**config.mk**
```make
export PLATFORM = sky130hd
export DESIGN_NAME = muldiv_unit
export DESIGN_NICKNAME = d
export VERILOG_FILES = /design/src/rtl/muldiv_pkg.sv /design/src/rtl/muldiv_unit.sv
export SDC_FILE = /design/constraint.sdc
export NUM_CORES = 1
export LEC_CHECK = 0
export BUFFER_PORTS_ARGS = -buffer_cell sky130_fd_sc_hd__buf_4
export CAP_MARGIN = 5
export CORE_MARGIN = 1
export CORE_UTILIZATION = 25
export CTS_CLUSTER_SIZE = 12
export DETAILED_ROUTE_END_ITERATION = 8
export SKIP_LAST_GASP = 1
export SLEW_MARGIN = 15
export SYNTH_ARGS = -nofsm -noshare
export SYNTH_HDL_FRONTEND = slang
export SYNTH_SLANG_ARGS = --single-unit
```
**constraint.sdc**
```tcl
create_clock -name clk -period 3 [get_ports clk]
set_input_delay 0.45 -clock clk [delete_from_list [all_inputs] [get_ports clk]]
set_output_delay 0.45 -clock clk [all_outputs]
set_load 0.1 [all_outputs]
```
**src/rtl/muldiv_pkg.sv**
```systemverilog
// -----------------------------------------------------------------------------
// muldiv_pkg
// Shared constants for the iterative multiply/divide unit: operation
// encodings, FSM state encodings, the iteration count, and a small helper
// that forms operand magnitudes.
// -----------------------------------------------------------------------------
package muldiv_pkg;

   // Number of shift steps per operation (one bit per cycle, 32-bit operands).
   localparam int ITER = 32;

   // Counter value of the final CALC step.
   localparam logic [4:0] LAST_ITER = 5'(ITER - 1);

   // Operation select encodings, shared by the datapath and control decode.
   localparam logic [1:0] OP_MULT  = 2'b00;
   localparam logic [1:0] OP_MULTU = 2'b01;
   localparam logic [1:0] OP_DIV   = 2'b10;
   localparam logic [1:0] OP_DIVU  = 2'b11;

   // FSM state encodings.
   localparam logic [1:0] ST_IDLE = 2'd0;
   localparam logic [1:0] ST_CALC = 2'd1;
   localparam logic [1:0] ST_FIX  = 2'd2;

   // Magnitude of a 32-bit operand. Signed operands are replaced by their
   // two's-complement absolute value; 0x80000000 maps to itself, which is
   // the correct unsigned magnitude 2^31.
   function automatic logic [31:0] abs32(input logic [31:0] v, input logic use_sign);
      return (use_sign && v[31]) ? (~v + 32'd1) : v;
   endfunction

endpackage

```
**src/rtl/muldiv_unit.sv**
```systemverilog
// -----------------------------------------------------------------------------
// muldiv_unit
// Iterative MULT/MULTU/DIV/DIVU unit with private HI/LO registers. Operands
// are reduced to magnitudes at launch, processed for 32 cycles on a shared
// 64-bit shift register (shift-add multiply or restoring divide), and signs
// are applied in a single fix-up cycle that also writes HI/LO.
//
// Ports:
//   clk          system clock, rising edge
//   rst          synchronous active-high reset
//   start        launch request, honoured only while idle
//   op           00 MULT, 01 MULTU, 10 DIV, 11 DIVU
//   reg1content  rs operand (multiplicand / dividend)
//   reg2content  rt operand (multiplier / divisor)
//   hiWflag      MTHI write enable (idle, no start)
//   loWflag      MTLO write enable (idle, no start)
//   wdata        MTHI/MTLO write data
//   busy         operation in progress
//   done         one-cycle pulse after HI/LO receive a result
//   hi, lo       HI and LO registers
// -----------------------------------------------------------------------------
module muldiv_unit
   import muldiv_pkg::*;
(
   input  logic        clk,
   input  logic        rst,
   input  logic        start,
   input  logic [1:0]  op,
   input  logic [31:0] reg1content,
   input  logic [31:0] reg2content,
   input  logic        hiWflag,
   input  logic        loWflag,
   input  logic [31:0] wdata,
   output logic        busy,
   output logic        done,
   output logic [31:0] hi,
   output logic [31:0] lo
);

   logic [1:0]  state;
   logic [4:0]  cnt;
   logic        is_div_q;     // latched op class: divide vs multiply
   logic        neg_main_q;   // negate product / quotient at fix-up
   logic        neg_rem_q;    // negate remainder at fix-up (negative dividend)
   logic        div_zero_q;   // divisor was zero
   logic [31:0] opnd_q;       // multiplicand magnitude or divisor magnitude
   logic [63:0] acc;          // {partial product | remainder, multiplier | quotient}
   logic [31:0] hi_q;
   logic [31:0] lo_q;
   logic        done_q;

   // ---------------------------------------------------------------- decode
   logic        is_div_in;
   logic        is_signed_in;
   logic [31:0] mag_a;
   logic [31:0] mag_b;

   assign is_div_in    = (op == OP_DIV)  || (op == OP_DIVU);
   assign is_signed_in = (op == OP_MULT) || (op == OP_DIV);
   assign mag_a        = abs32(reg1content, is_signed_in);
   assign mag_b        = abs32(reg2content, is_signed_in);

   // -------------------------------------------------------------- datapath
   // Multiply step: add the multiplicand into the upper half when the current
   // multiplier LSB is set, then shift the 65-bit {carry, acc} right by one.
   logic [32:0] mul_sum;
   logic [63:0] mul_next;

   assign mul_sum  = {1'b0, acc[63:32]} + {1'b0, (acc[0] ? opnd_q : 32'd0)};
   assign mul_next = {mul_sum, acc[31:1]};

   // Restoring divide step: shift the next dividend bit into the remainder,
   // trial-subtract the divisor, keep the difference only if it did not
   // borrow. The quotient bit enters at the bottom as dividend bits leave.
   // A zero divisor never borrows, so the quotient becomes all ones and the
   // remainder collects the dividend unchanged.
   logic [33:0] div_trial;
   logic        div_ok;
   logic [63:0] div_next;

   assign div_trial = {1'b0, acc[63:31]} - {2'b00, opnd_q};
   assign div_ok    = ~div_trial[33];
   assign div_next  = {(div_ok ? div_trial[31:0] : acc[62:31]), acc[30:0], div_ok};

   // ----------------------------------------------------------- sign fix-up
   logic [63:0] prod;
   logic [31:0] quo;
   logic [31:0] rem;
   logic [31:0] fix_hi;
   logic [31:0] fix_lo;

   always_comb begin
      // NOTE: every output of a combinational block gets a default first, so
      // no path leaves a value unassigned and no latch is inferred.
      prod   = neg_main_q ? (~acc + 64'd1) : acc;
      quo    = acc[31:0];
      rem    = acc[63:32];
      fix_hi = prod[63:32];
      fix_lo = prod[31:0];
      if (is_div_q) begin
         fix_hi = neg_rem_q ? (~rem + 32'd1) : rem;
         if (div_zero_q)
            fix_lo = 32'hFFFF_FFFF;
         else
            fix_lo = neg_main_q ? (~quo + 32'd1) : quo;
      end
   end

   // -------------------------------------------------------------- sequencer
   // NOTE: all state below uses non-blocking assignments so every register
   // samples pre-edge values, independent of statement order.
   always_ff @(posedge clk) begin
      if (rst) begin
         state      <= ST_IDLE;
         cnt        <= '0;
         is_div_q   <= 1'b0;
         neg_main_q <= 1'b0;
         neg_rem_q  <= 1'b0;
         div_zero_q <= 1'b0;
         opnd_q     <= '0;
         acc        <= '0;
         hi_q       <= '0;
         lo_q       <= '0;
         done_q     <= 1'b0;
      end else begin
         done_q <= 1'b0;
         case (state)
            ST_IDLE: begin
               if (start) begin
                  // Launch wins over a simultaneous MTHI/MTLO write.
                  is_div_q   <= is_div_in;
                  neg_main_q <= is_signed_in & (reg1content[31] ^ reg2content[31]);
                  neg_rem_q  <= is_signed_in & reg1content[31];
                  div_zero_q <= is_div_in & (reg2content == 32'd0);
                  opnd_q     <= is_div_in ? mag_b : mag_a;
                  acc        <= {32'd0, (is_div_in ? mag_a : mag_b)};
                  cnt        <= '0;
                  state      <= ST_CALC;
               end else begin
                  if (hiWflag) hi_q <= wdata;
                  if (loWflag) lo_q <= wdata;
               end
            end
            ST_CALC: begin
               acc <= is_div_q ? div_next : mul_next;
               cnt <= cnt + 5'd1;
               if (cnt == LAST_ITER)
                  state <= ST_FIX;
            end
            ST_FIX: begin
               hi_q   <= fix_hi;
               lo_q   <= fix_lo;
               done_q <= 1'b1;
               state  <= ST_IDLE;
            end
            default: state <= ST_IDLE;
         endcase
      end
   end

   assign busy = (state != ST_IDLE);
   assign done = done_q;
   assign hi   = hi_q;
   assign lo   = lo_q;

endmodule

```
Yosys cells after proc, flatten, opt, wreduce, memory -nomap -nowiden. Index checks and enable logic that the tools add are counted. Widths: inputs -> output; s select.

Logic and storage cells: 81. Register bits after elaboration: 172. Output and inout bits: 66. Input port bits: 103.

Reductions and logical operators: 15. Eq/ne operators: 10. Bitwise gates (word level): 10. Mux-type cells: 27. Add/subtract/negate cells: 8.

Operator list (count): $mux 32 (15); $mux 64 (3); $add 32x1->32 const B (4); $not 32->32 (4); $pmux 32 s2 (2); $pmux 64 s2 (1); $add 64x1->64 const B (1); $not 64->64 (1); $sub 33x32->34 (1); $add 32x32->33 (1); $logic_not 32->1 (1); $ne 2x2->1 const B (5); $pmux 5 s2 (1); $eq 2x2->1 const B (3); $reduce_and 2->1 (3); $reduce_and 3->1 (2); $reduce_bool 2->1 (3); $add 5x1->5 const B (1); $eq 5x5->1 const B (1); $mux 5 (1); $logic_not 2->1 (2); $mux 2 (2); $pmux 2 s2 (1); $and 1x1->1 (3); 6 further kinds (8).

Longest topological paths before layout. Gate-level depths: netlist of the first run.

Depth after elaboration: 7. Mapped depth: 14. Gate-level depth less buffers: 13.

Worst setup path before layout of the first run. No wires, ideal clock.

Path type: flip-flop to flip-flop. Start: reg acc[0]. End: reg acc[51]. Data required time: 2.871 ns. Arrival: 2.914 ns. Cell stages (with the launch flop): 15. Path slack: -0.042 ns. Path buffers: 2. Setup time: 0.129 ns. Period minus slack after synthesis: 3.042 ns. Cells stage by stage: dfxtp_1 > inv_1 > clkbuf_1 > nor2_1 > ha_1 > clkbuf_1 > a21o_1 > a21o_1 > a2111o_1 > a211o_1 > a31o_2 > a21oi_1 > xnor2_1 > a22oi_1 > o21ai_0.

Cells in the longest elaborated chain, start to end: 4.

RTL lines: start: declaration (RTL line muldiv_unit.sv:47) `logic [63:0] acc;`; start signal: assignment (RTL line muldiv_unit.sv:136) `acc <= {32'd0, (is_div_in ? mag_a : mag_b)};`; start signal: assignment (RTL line muldiv_unit.sv:145) `acc <= is_div_q ? div_next : mul_next;`; $mux 32 (RTL line muldiv_unit.sv:69) `assign mul_sum = {1'b0, acc[63:32]} + {1'b0, (acc[0] ? opnd_q : 32'd0)};`; $add 32x32->33 (RTL line muldiv_unit.sv:69); $mux 64 (RTL line muldiv_unit.sv:145); $pmux 64 s2 (RTL line muldiv_unit.sv:127) `case (state)`.

No other way between the ends. A chain may end at the register's enable or synchronous reset.

Worst setup path in the final report of the first run.
Start: reg acc[0]. End: reg acc[61].

Same word-level chain as after synthesis.

==> results, run 1 <==
- The share of flip-flops with an asynchronous set or reset is 0.
- The area growth from synthesis to layout is 30.98%.
- The floorplan step defined a core boundary enclosing between 50000 and 60000 um2.
- The number of buffers created by CTS is 17.
- The overall track demand over capacity in global routing is 0.1928.
- The leakage power total is 7.840 nW.
- The final number of max-transition violations is 0.
- The floorplan step set the die height to roughly 240 um.
- The cell family contributing the most delay on the critical path is simple AND/OR/NAND/NOR gates.
- After detailed routing, the number of vias per cell comes to between 5 and 6.
- In the post-synthesis netlist, the biggest area contributors are dfxtp_1 (24%), a21oi_1 (6.5%), ha_1 (6.1%), xnor2_1 (6.0%), mux2i_1 (5.3%).
- In the finished design, the share of the clock period the worst path needs comes to 0.9900.
- The first routing iteration left around 1500 violations.
- During I/O placement, the number of pins put on the boundary was 169.
- The slack of the worst reg-to-reg path is 0.03 ns.
- The flow ran to the end, and the final reports show no timing, DRC or antenna violations.
- Synthesis inferred 172 register bits.
- The count of buffering cells on the critical path with inverters included is 2.
- Yosys printed 0 warnings.
- Leaving out fill and tap cells, the most frequent cell in the layout is buf_4.
- Of the post-synthesis cell area, the dominant cell type holds 0.2379.
- The tree is rooted in a clkbuf_16.
- The gate count of the mapped netlist is ~1900.
- Across the VDD grid, the largest voltage drop is ~0.28 mV.
- The via count is about 16000.
- The tightest hold margin is between 0.3 and 0.4 ns.
- In this run the deepest clock path goes through 2 buffers.
- For this run, the post-layout net count is 2365.
- TritonCTS built the clock tree.
- The synthesized netlist contains between 80 and 90 unique library cells.
- For this run, the leading register cell type out of synthesis is dfxtp_1.
- Entering global routing, the biggest net connects 70 pins.
- The initial antenna violation count is 0.
- The finished layout cell area is about 19000 um2.
- Setup repair after global routing could not meet its margin everywhere.
- The worst hold path class is input port to register.
- The pre-antenna-repair detailed-routing pass consisted of 6 iterations.
- The number of endpoints with negative hold slack in the final report was 0.
- In this run, synthesis inferred 0 flip-flops with an integrated enable.
- The critical path launch point type is a register.
- The initial utilization of the core area, before any placement, comes to 0.2548.
- The sequential cell area fraction in the yosys report is 0.2379.
- The die is 242.6 um wide.
- Global routing finished with a remaining overflow of 0.
- The data required time at the worst endpoint is between 3 and 4 ns.
- The maximum level of the CTS H-tree is 4.
- The number of max-cap violations is 0.
- The arrival time at the worst endpoint is 3.38 ns.
- Summed over all failing endpoints, the final setup total negative slack is 0 ns.
- The last weighted congestion value of the routability-driven placer is between 0.9 and 1.
- Summed over all layers, the routed wires come to between 50000 and 60000 um.
- The slew of the pin with the lowest slew margin is 0.9377 ns.
- Detailed placement finished with a half-perimeter wire length of between 40000 and 50000 um.
- The clock transition at the register clock pins on the worst setup and hold paths after CTS is about 0.070 ns.
- The count of unresolved DRC violations after routing is 0.
- Clock tree synthesis found a total of 172 sinks.
- Once detail routing completed, the nets flagged for antenna violations numbered 0.
- In the final layout, the share of cells above drive strength 1 is 0.2434.
- Counting stages on the worst path, the most repeated cell is a21oi_2.
- For this run, the slowest stage of the critical path takes about 0.52 ns.
- The die covers between 50000 and 60000 um2.
- The combined area of all synthesized cells is ~14000 um2.
- In this run the tool buffered the top-level ports with about 170 buffer cells.
- The category of the most critical setup path is register to register.
- The placed standard-cell area is around 18000 um2.
- The worst slew slack as a fraction of its limit is 0.3700.
- The critical path goes through and2_1 -> ha_1 -> inv_1 -> fa_2 -> nor2b_2 -> o31ai_2 -> a21oi_2 -> a21o_1 -> a31oi_1 -> buf_4 -> o21ai_4 -> a21oi_2 -> or4b_4 -> nand3_1.
- The final number of setup-violating endpoints is 0.
- The first global-routing pass estimated between 80000 and 90000 um of wire.
- The critical path capture point type is a register.
- The largest individual stage delay along the critical path comes from the cell or4b_4.
- In this run the mean area of a mapped cell was ~7.6 um2.
- After detailed routing, the average wire length per cell comes to roughly 20 um.
- The row count is between 80 and 90.
- The net count of the mapped netlist is ~2100.
- dfxtp_1 takes more of the synthesized area than any other cell.
- In the layout the commonest cells are buf_4 (384), nor2_1 (195), nand2_1 (183), a21oi_1 (176), dfxtp_1 (162).
- The via count of the first global-routing pass came to 14820.
- The worst path needs slightly below 3 ns of the cycle, external delays included.
- Clock latency on the worst-skew pair, taken at its later pin, is ~0.47 ns.
- For this run, the top clock speed supported by timing is ~340 MHz.
- Across the routed clock network, the largest skew measured is 0.01587 ns.
- Along the worst path, the maximum fanout reaches 5.
- Dividing total power by cell area gives a power density of ~420 nW/um2.
metrics by stage:
step / setup slack [ns] / instances / util / power [mW]
CTS: -0.01811 / 2941 / 0.3253 / 7.880
finish: 0.02988 / 2959 / 0.3337 / 8.043
floorplan: 0.02856 / 1911 / - / 4.342
detailed placement: -0.2424 / 2910 / 0.3134 / 5.398
global placement: -0.1437 / 2910 / 0.3134 / 5.369
global route: -0.08405 / 2958 / 0.3336 / 8.385
cell usage after synthesis, drive strengths merged, types with 6 or more instances:
cell,n
a221oi,12
nand2,186
nand4,8
xnor2,99
a21oi,189
or4,15
and2,8
buf,24
o41ai,11
nor3,41
nor4,18
a22oi,16
a211oi,88
nand3b,10
a21o,26
mux2i,77
dfxtp,172
ha,70
a31oi,21
o221ai,37
o31ai,33
or3,15
nor2,196
nor2b,15
o21ai,101
nand3,23
o211ai,35
o21bai,10
mux2,7
inv,65
nand2b,21
xor2,67
clkbuf,107
and3,8
a211o,6
o21a,7
report_power, final:
part	switching, mW	internal (mW)	leakage, nW
Sequential	0.115	2.42	1.41
Clock	1.06	1.44	0.313
Combinational	1.84	1.17	6.12
state kept, by name (all words and copies together), names as in the netlist:
signal	flops
acc	64
cnt	5
div_zero_q	1
done	1
hi	32
is_div_q	1
lo	32
neg_main_q	1
neg_rem_q	1
opnd_q	32
state	2
cell type report:
type,instances,area (um2)
timing repair buffer,391,3028
antenna,1,2.502
clock inverter,13,203.9
multi-input combinational,1543,10630
inverter,65,254.0
fill,5978,37860
clock buffer,18,439.2
sequential,172,3458
tap,756,945.9
logic make-up after synthesis:
logic type,after synthesis,synth area share
buffers and inverters,196,0.05281
AOI/OAI and AO/OA,640,0.2946
muxes,84,0.05869
and+or+nand+nor,581,0.1924
adders and majority gates,72,0.06327
xor gates and xnor gates,166,0.1004
DFF,172,0.2379
layer usage:
layer,vias to the layer above,share of wire,global-route usage
met3,71,0.081,0.03317
met5,-,0,0
met4,0,0.023,0.05549
met1,7616,0.46,0.2765
li1,7582,-,-
met2,668,0.43,0.2923
path summary, 6_finish.rpt:
path,to,start,cells past startpoint
setup / recovery,acc[61]$_SDFFE_PP0P_,acc[0]$_SDFFE_PP0P_,14
hold / removal,opnd_q[27]$_SDFFE_PP0P_,rst,2
setup reg to reg,acc[61]$_SDFFE_PP0P_,acc[0]$_SDFFE_PP0P_,14
hold reg to reg,opnd_q[3]$_SDFFE_PP0P_,opnd_q[3]$_SDFFE_PP0P_,2
timing repair:
item | 4_1_cts | 5_1_grt
setup endpoints to repair | 12 | 54
setup buffers | 0 | 15
hold buffers | 0 | 0
gates resized for setup | 8 | 81
endpoints found under the hold margin | 0 | 0
pin swaps | 4 | 27
cloned | 0 | 2
Power figures use the tool's default switching activity.
==> run 2, diff against run 1 <==
Settings changed: CORE_MARGIN 1 to not set, CTS_BUF_LIST set to sky130_fd_sc_hd__clkbuf_16.
==> run 2 against run 1 <==
  * Clock skew grew 0.0032 ns
  * Maximum frequency down 0.18%
  * Sequential cell count unchanged
  * Via count is essentially flat
  * Final area hardly changed
  * Die area did not move
  * Global-route usage about the same
  * Final cell count unchanged
  * Largest cell class unchanged
==> results, run 2 (synthesis results as in run 1) <==
- The setup path with the least slack is of type register to register.
- The number of endpoints with negative hold slack in the final report was 0.
- The run finished with clean final reports.
- The clock transition at the register clock pins on the worst setup and hold paths after CTS is roughly 0.070 ns.
- No sink is reached through more buffers than the 2 on the longest clock path.
- The number of max-cap violations is 0.
- The power dissipated by switching net loads is between 3 and 4 mW.
- The flip-flop count of the largest register, all copies and words added is 64.
- The TritonCTS clock tree is built.
- The first-pass GRT wire length is 88950 um.
- The insertion delay of the later-clocked pin in the worst-skew pair is 0.47 ns.
- The number of clock buffers added by TritonCTS is 17.
- The die is 242.6 um tall.
- The routed design uses between 4000 and 5000 um of met3 wire.
- The count of antenna-violating nets left after detailed routing is 0.
- In this run the core area contains just under 90 standard-cell rows.
- Setup violations remaining at the end of the flow were counted as 0.
- The combinational share of power is 0.375.
- acc holds more flip-flops than any other register.
- The final number of max-transition violations is 0.
- The leading cell type in the layout, fill and taps excluded is buf_4.
- For the finished layout, the period the worst path requires is 2.975 ns.
- The data required time at the worst endpoint is 3.41 ns.
- The worst slew slack as a fraction of its limit is 0.3628.
- Leaving out filler cells and counting taps, the final layout contains 2959.
- Of the total power, the clock network draws 0.309.
- The average detailed-routed wire length per instance is 19.88 um.
- The design draws around 8.0 mW.
- The core footprint is between 50000 and 60000 um2.
- The path class of the tightest hold or removal check is input port to register.
- Derived from the worst setup path, the maximum achievable clock frequency is approximately 340 MHz.
- The total grt overflow is 0.
- In this run the worst path has a maximum fanout of 5.
- Dividing the final minimum period by the clock period gives 0.9918.
- STA classifies the critical path endpoint as a register.
- The number of clock sinks seen by CTS is between 150 and 200.
- Setup slack closes at roughly 0.025 ns.
- The cell count after placement is between 2000 and 3000.
- Summing over every cut layer, the via total after detailed routing is roughly 16000.
- The fraction of layout instances using a drive strength above 1 is 0.2430.
- The cell-internal power is around 5 mW.
- The overall track demand over capacity in global routing is 0.1929.
- The CTS root buffer is clkbuf_16.
- The via count of the first global-routing pass came to between 10000 and 15000.
- The last weighted congestion value of the routability-driven placer is 0.9512.
- The die span in x is between 200 and 250 um.
- In the detailed route, the total length drawn on met2 is approximately 25000 um.
- For this run, the post-layout net count is 2365.
- The initial antenna violation count was 0.
- In the routed layout, each cell is associated on average with a via count of 5.385.
- STA puts the critical path data arrival time at 3.38 ns.
- For the pin with the worst max-slew slack, the measured transition is ~0.95 ns.
- Leaving out fill and tap cells, the most frequent cells in the layout are buf_4 (384), nor2_1 (195), nand2_1 (183), a21oi_1 (176), dfxtp_1 (162).
- The worst voltage drop across the vdd grid is around 0.28 mV.
- The part of the total power dissipated in sequential elements is 0.316.
- Of the total power, the share spent switching nets is 0.3764.
- Once detailed placement completed, the half-perimeter wirelength came to between 40000 and 50000 um.
- The area of the die is roughly 59000 um2.
- The topmost layer with routed signal wires is met4.
- The first-iteration detailed-routing DRC count is ~1400.
- The number of search-and-repair iterations in the first detailed-routing pass is 6.
- The leakage power total is about 7.8 nW.
- The post-cts hold buffer count is 0.
- 169 I/O pins were placed.
- On the final layout, the worst clock skew is roughly 0.019 ns.
- Entering global routing, the biggest net connects 70 pins.
- The worst setup timing slack at the placement stage is -0.2424 ns.
- The worst setup path is launched from a register.
- From synthesis to final layout, the design area changed by 30.91%.
- For this configuration, the core starts out at a cell density of 0.2548.
- Setup repair after global routing could not meet its margin everywhere.
- For this design the ratio of total power to cell area is between 400 and 500 nW/um2.
- For this block, wires on met1 add up to between 20000 and 30000 um.
- The maximum level of the CTS H-tree is 4.
- The routed design has 58820 um of wire.
- Buffers placed on the I/O ports in this run total roughly 170.
- In the routed design, unresolved DRC markers number 0.
==> run 2: cell count changes in the layout (fill, tap and decap cells not counted), sizes merged <==
cell and change:
clkbuf -1, clkinv +1
==> run 2: area by class of cell <==
class	instances	area, um2
multi-input combinational	1543	10630
clock inverter	14	207.7
tap	756	945.9
inverter	65	254.0
sequential	172	3458
clock buffer	17	425.4
fill	5979	37870
antenna	1	2.502
timing repair buffer	391	3028
==> run 2: timing repair <==
action                                  in CTS  in global routing
resized for setup                            8                 81
pin swaps                                    4                 27
setup buffers                                0                 15
endpoints found under the setup margin      12                 54
gates cloned                                 0                  2
==> run 2: final timing paths <==
kind	start	end	slack, ns	cells past startpoint
setup / recovery	acc[0]$_SDFFE_PP0P_	acc[61]$_SDFFE_PP0P_	0.02	14
hold / removal	wdata[1]	lo[1]$_SDFFE_PP0P_	0.35	3
setup reg to reg	acc[0]$_SDFFE_PP0P_	acc[61]$_SDFFE_PP0P_	0.02	14
hold reg to reg	opnd_q[23]$_SDFFE_PP0P_	opnd_q[23]$_SDFFE_PP0P_	0.46	2
==> run 2: critical path, stage by stage, from the launching register on <==
cell and delay [ns]:
dfxtp_4 0.39, and2_1 0.13, ha_1 0.15, inv_1 0.06
fa_2 0.36, nor2b_2 0.17, o31ai_2 0.10, a21oi_2 0.22
a21o_1 0.19, a31oi_1 0.11, buf_4 0.17, o21ai_4 0.16
a21oi_2 0.09, or4b_4 0.52, nand3_1 0.09
==> run 2: power groups by stage <==
| stage | Clock, mW | Combinational [mW] | Sequential [mW] |
|---|---|---|---|
| global route | 2.59 | 3.22 | 2.55 |
| CTS | 2.49 | 2.83 | 2.53 |
| global placement | 0 | 2.79 | 2.58 |
| detailed placement | 0 | 2.82 | 2.58 |
| floorplan | 0 | 1.49 | 2.85 |
| finish | 2.48 | 3.01 | 2.54 |
==> run 2: per-layer routing <==
metal	up-vias	global-route usage
met4	0	0.05660
met1	7604	0.2764
met2	689	0.2923
li1	7565	-
met5	-	0
met3	76	0.03328
==> run 2: per-stage QoR <==
stage	area [um2]	setup TNS, ns	hold slack [ns]	util
3_3_place_gp	17810	-1.036	0.4435	0.3134
6_report	18950	0	0.3540	0.3335
3_5_place_dp	17810	-1.497	0.4479	0.3134
2_1_floorplan	14480	0	0.4287	-
5_1_grt	18950	-0.1011	0.3664	0.3335
4_1_cts	18470	-0.01811	0.3303	0.3251
==> run 3, diff against run 2 <==
Settings changed: CORE_UTILIZATION 25 to 55, MAX_ROUTING_LAYER set to met4, PLACE_DENSITY set to 0.79.
==> run 3 against run 2 <==
  * Sequential share of layout area grew 0.93 points
  * Critical path depth shrank 1
  * Wire length shrank 11%
  * Sequential power is essentially flat
  * Maximum frequency grew 1.0%
  * Global-route usage grew 20 points
  * Via count grew 0.40%
  * Count of clock-buffer cells in the layout is the same
  * Worst hold slack gained 0.020 ns
  * Utilization grew 36 points
  * Register-to-register slack gained 0.03 ns
  * Critical path type unchanged
  * Largest power group unchanged
==> results, run 3 (synthesis results as in run 1) <==
- The run finished with clean final reports.
- In this run the worst setup path terminates at acc[57]$_SDFFE_PP0P_.
- The layout-stage area growth over the synthesis result is 24.18%.
- The final layout contains ~2300 nets.
- The number of endpoints with negative hold slack in the final report is 0.
- The count of unresolved DRC violations after routing is 0.
- The critical path launch point type is a register.
- The mean number of vias per cell is ~6.4.
- Wires add up to ~52000 um.
- On the final layout, the worst clock skew is around 0.017 ns.
- TritonCTS built the clock tree.
- The count of buffering cells on the critical path with inverters included is 3.
- In this run the worst hold path is classified as input port to register.
- The post-route clock period utilization is 0.9817.
- The biggest fanout along the worst timing path is 11.
- The depth of the worst register-to-register path is 13.
- In this run the number of cells on the critical path is 13.
- Data arrives at the worst endpoint at 3.26 ns.
- Clock tree synthesis inserted a total of 17 buffers.
- The filler cells instantiated in the layout total 2176.
- The total overflow left after global routing is 0.
- Measured against its own limit, the worst slew margin works out to 0.2142.
- The leakage power total is between 7 and 8 nW.
- The worst flop-to-flop path startpoint is acc[33]$_SDFFE_PP0P_.
- The first-iteration detailed-routing DRC count is 1955.
- The worst-case IR drop observed on VDD is just over 0.3 mV.
- The via count of the first global-routing pass was roughly 15000.
- On the critical path, the stage with the largest delay is an instance of ha_2.
- The capture point of the worst reg-to-reg path is acc[57]$_SDFFE_PP0P_.
- The tightest hold margin is around 0.37 ns.
- Ranked by flip-flop count, first place goes to acc.
- The family with the most delay on the worst path is compound AO/OA/AOI/OAI gates.
- In the global route stage, overall resource usage came out at 0.3930.
- The pre-antenna-repair detailed-routing pass consisted of 8 iterations.
- The maximum level of the CTS H-tree is 4.
- The average detailed-routed wire length per instance is 21.05 um.
- For this run, the share of the core covered by cells in the final layout is 0.6938.
- Setup total negative slack on the finished layout was measured at 0 ns.
- The initial antenna violation count came to 0.
- The die span in x is approximately 160 um.
- The row count is roughly 60.
- The CTS root buffer is clkbuf_16.
- The number of max-cap violations is 0.
- In this design, the stage delay of the slowest critical-path cell is 0.37 ns.
- The cell occurring most often along the worst timing path is buf_4.
- The flip-flop count of the largest register, all copies and words added is between 60 and 70.
- The detail route stage leaves a number of antenna-violating nets equal to 0.
- Of the cells placed in the final design, the portion with a size suffix greater than 1 is 0.2177.
- The critical path capture point type is a register.
- The library cells used most frequently in the layout, excluding fill and tap cells, are buf_4 (340), nor2_1 (194), nand2_1 (184), a21oi_1 (180), dfxtp_1 (170).
- Leaving out fill and tap cells, the most frequent cell in the layout is buf_4.
- The HPWL after detailed placement is slightly above 40000 um.
- Clock latency on the worst-skew pair, taken at its later pin, is approximately 0.45 ns.
- Setup repair after global routing could not meet its margin everywhere.
- The floorplan step defined a die boundary enclosing approximately 27000 um2.
- The largest net degree at the start of global routing is 109.
- For the pin with the worst max-slew slack, the measured transition is 1.179 ns.
- The last weighted congestion value of the routability-driven placer is 1.017.
- For the worst setup path, the data required time is between 3 and 4 ns.
- The slack of the worst reg-to-reg path is about 0.055 ns.
- The count of inserted antenna diode cells is 0.
- The clock period could shrink to between 2 and 3 ns.
- The total power per unit cell area is 429.5 nW/um2.
- The clock transition at the register clock pins on the worst setup and hold paths after CTS is around 0.080 ns.
- After floorplanning, the core was sized to cover 25910 um2.
- The number of top-level pins is between 150 and 200.
- The via count is roughly 16000.
- The source of the critical timing path is acc[33]$_SDFFE_PP0P_.
- By startpoint and endpoint, the worst setup path is classified as register to register.
- For this configuration, the core starts out at a cell density of 0.5587.
- The number of buffers on the longest clock path is 2.
- The number of clock sinks seen by CTS is 172.
- The number of buffers inserted by port buffering is ~170.
- Measured along the y axis, the die boundary spans between 150 and 200 um.
- The first global-routing pass estimated ~80000 um of wire.
- Traced cell by cell, the critical path runs through buf_4 -> ha_2 -> o21a_1 -> o31ai_2 -> a21oi_2 -> a21o_1 -> a31o_4 -> a21boi_4 -> buf_12 -> buf_4 -> and2_2 -> a222oi_1 -> o21ai_0.
- The final number of max-transition violations is 0.
- For this run, the top clock speed supported by timing is about 340 MHz.
- Setup violations remaining at the end of the flow were counted as 0.
==> run 3: how the worst min path moves through the flow <==
stage / from / to / slack (ns) / depth (start not counted)
after floorplan: cnt[3]$_SDFFE_PP0P_ / cnt[3]$_SDFFE_PP0P_ / 0.43 / 1
after global placement: lo[24]$_SDFFE_PP0P_ / lo[24]$_SDFFE_PP0P_ / 0.44 / 2
after detailed placement: lo[29]$_SDFFE_PP0P_ / lo[29]$_SDFFE_PP0P_ / 0.44 / 2
after CTS: reg2content[25] / acc[25]$_SDFFE_PP0P_ / 0.35 / 3
after global routing: wdata[4] / hi[4]$_SDFFE_PP0P_ / 0.37 / 3
final: wdata[9] / hi[9]$_SDFFE_PP0P_ / 0.37 / 3
==> run 3: what timing repair did <==
action | 4_1_cts | 5_1_grt
endpoints found under the hold margin | 0 | 0
gates resized for setup | 11 | 43
pin swaps | 2 | 8
setup buffers | 1 | 2
endpoints found under the setup margin | 18 | 32
hold buffers | 0 | 0
==> run 3: worst reg2reg max path, cell delays in order, from the launching register on <==
cell and delay, ns:
dfxtp_1 0.33, buf_4 0.14, ha_2 0.37, o21a_1 0.16, o31ai_2 0.09, a21oi_2 0.17
a21o_1 0.22, a31o_4 0.23, a21boi_4 0.07, buf_12 0.15, buf_4 0.18, and2_2 0.21
a222oi_1 0.33, o21ai_0 0.15
==> run 3: metrics by stage <==
stage                     power (mW)  cells  instance area, um2  worst slack (ns)
final                          7.722   2494               17980           0.05479
after global routing           8.016   2494               17980          -0.06661
after CTS                      7.616   2492               17760          0.001456
after detailed placement       5.284   2459               17080           -0.1551
after global placement         5.244   2459               17080           -0.2288
after floorplan                4.342   1911               14480           0.02856
==> run 3: layout make-up <==
class | instances | area, um2 | area share
multi-input cells | 1543 | 10540 | 0.5862
flip-flops and latches | 172 | 3448 | 0.1918
repair buffers | 347 | 2688 | 0.1495
clock buffers | 17 | 425.4 | 0.02366
well taps | 335 | 419.2 | 0.02332
inverters | 65 | 246.5 | 0.01371
clock inverters | 15 | 211.5 | 0.01176
==> run 3: report_power, final <==
part	internal, mW	total (mW)	switching, mW	leakage [nW]
logic	1.08	2.83	1.75	5.86
registers	2.42	2.55	0.130	1.41
clock network	1.15	2.34	1.19	0.304
==> run 3: per-layer routing <==
layer  GRT usage  share of wire
met2      0.6116           0.45
met5           -              0
met1      0.5009           0.41
met3     0.04141          0.088
met4      0.2066          0.050
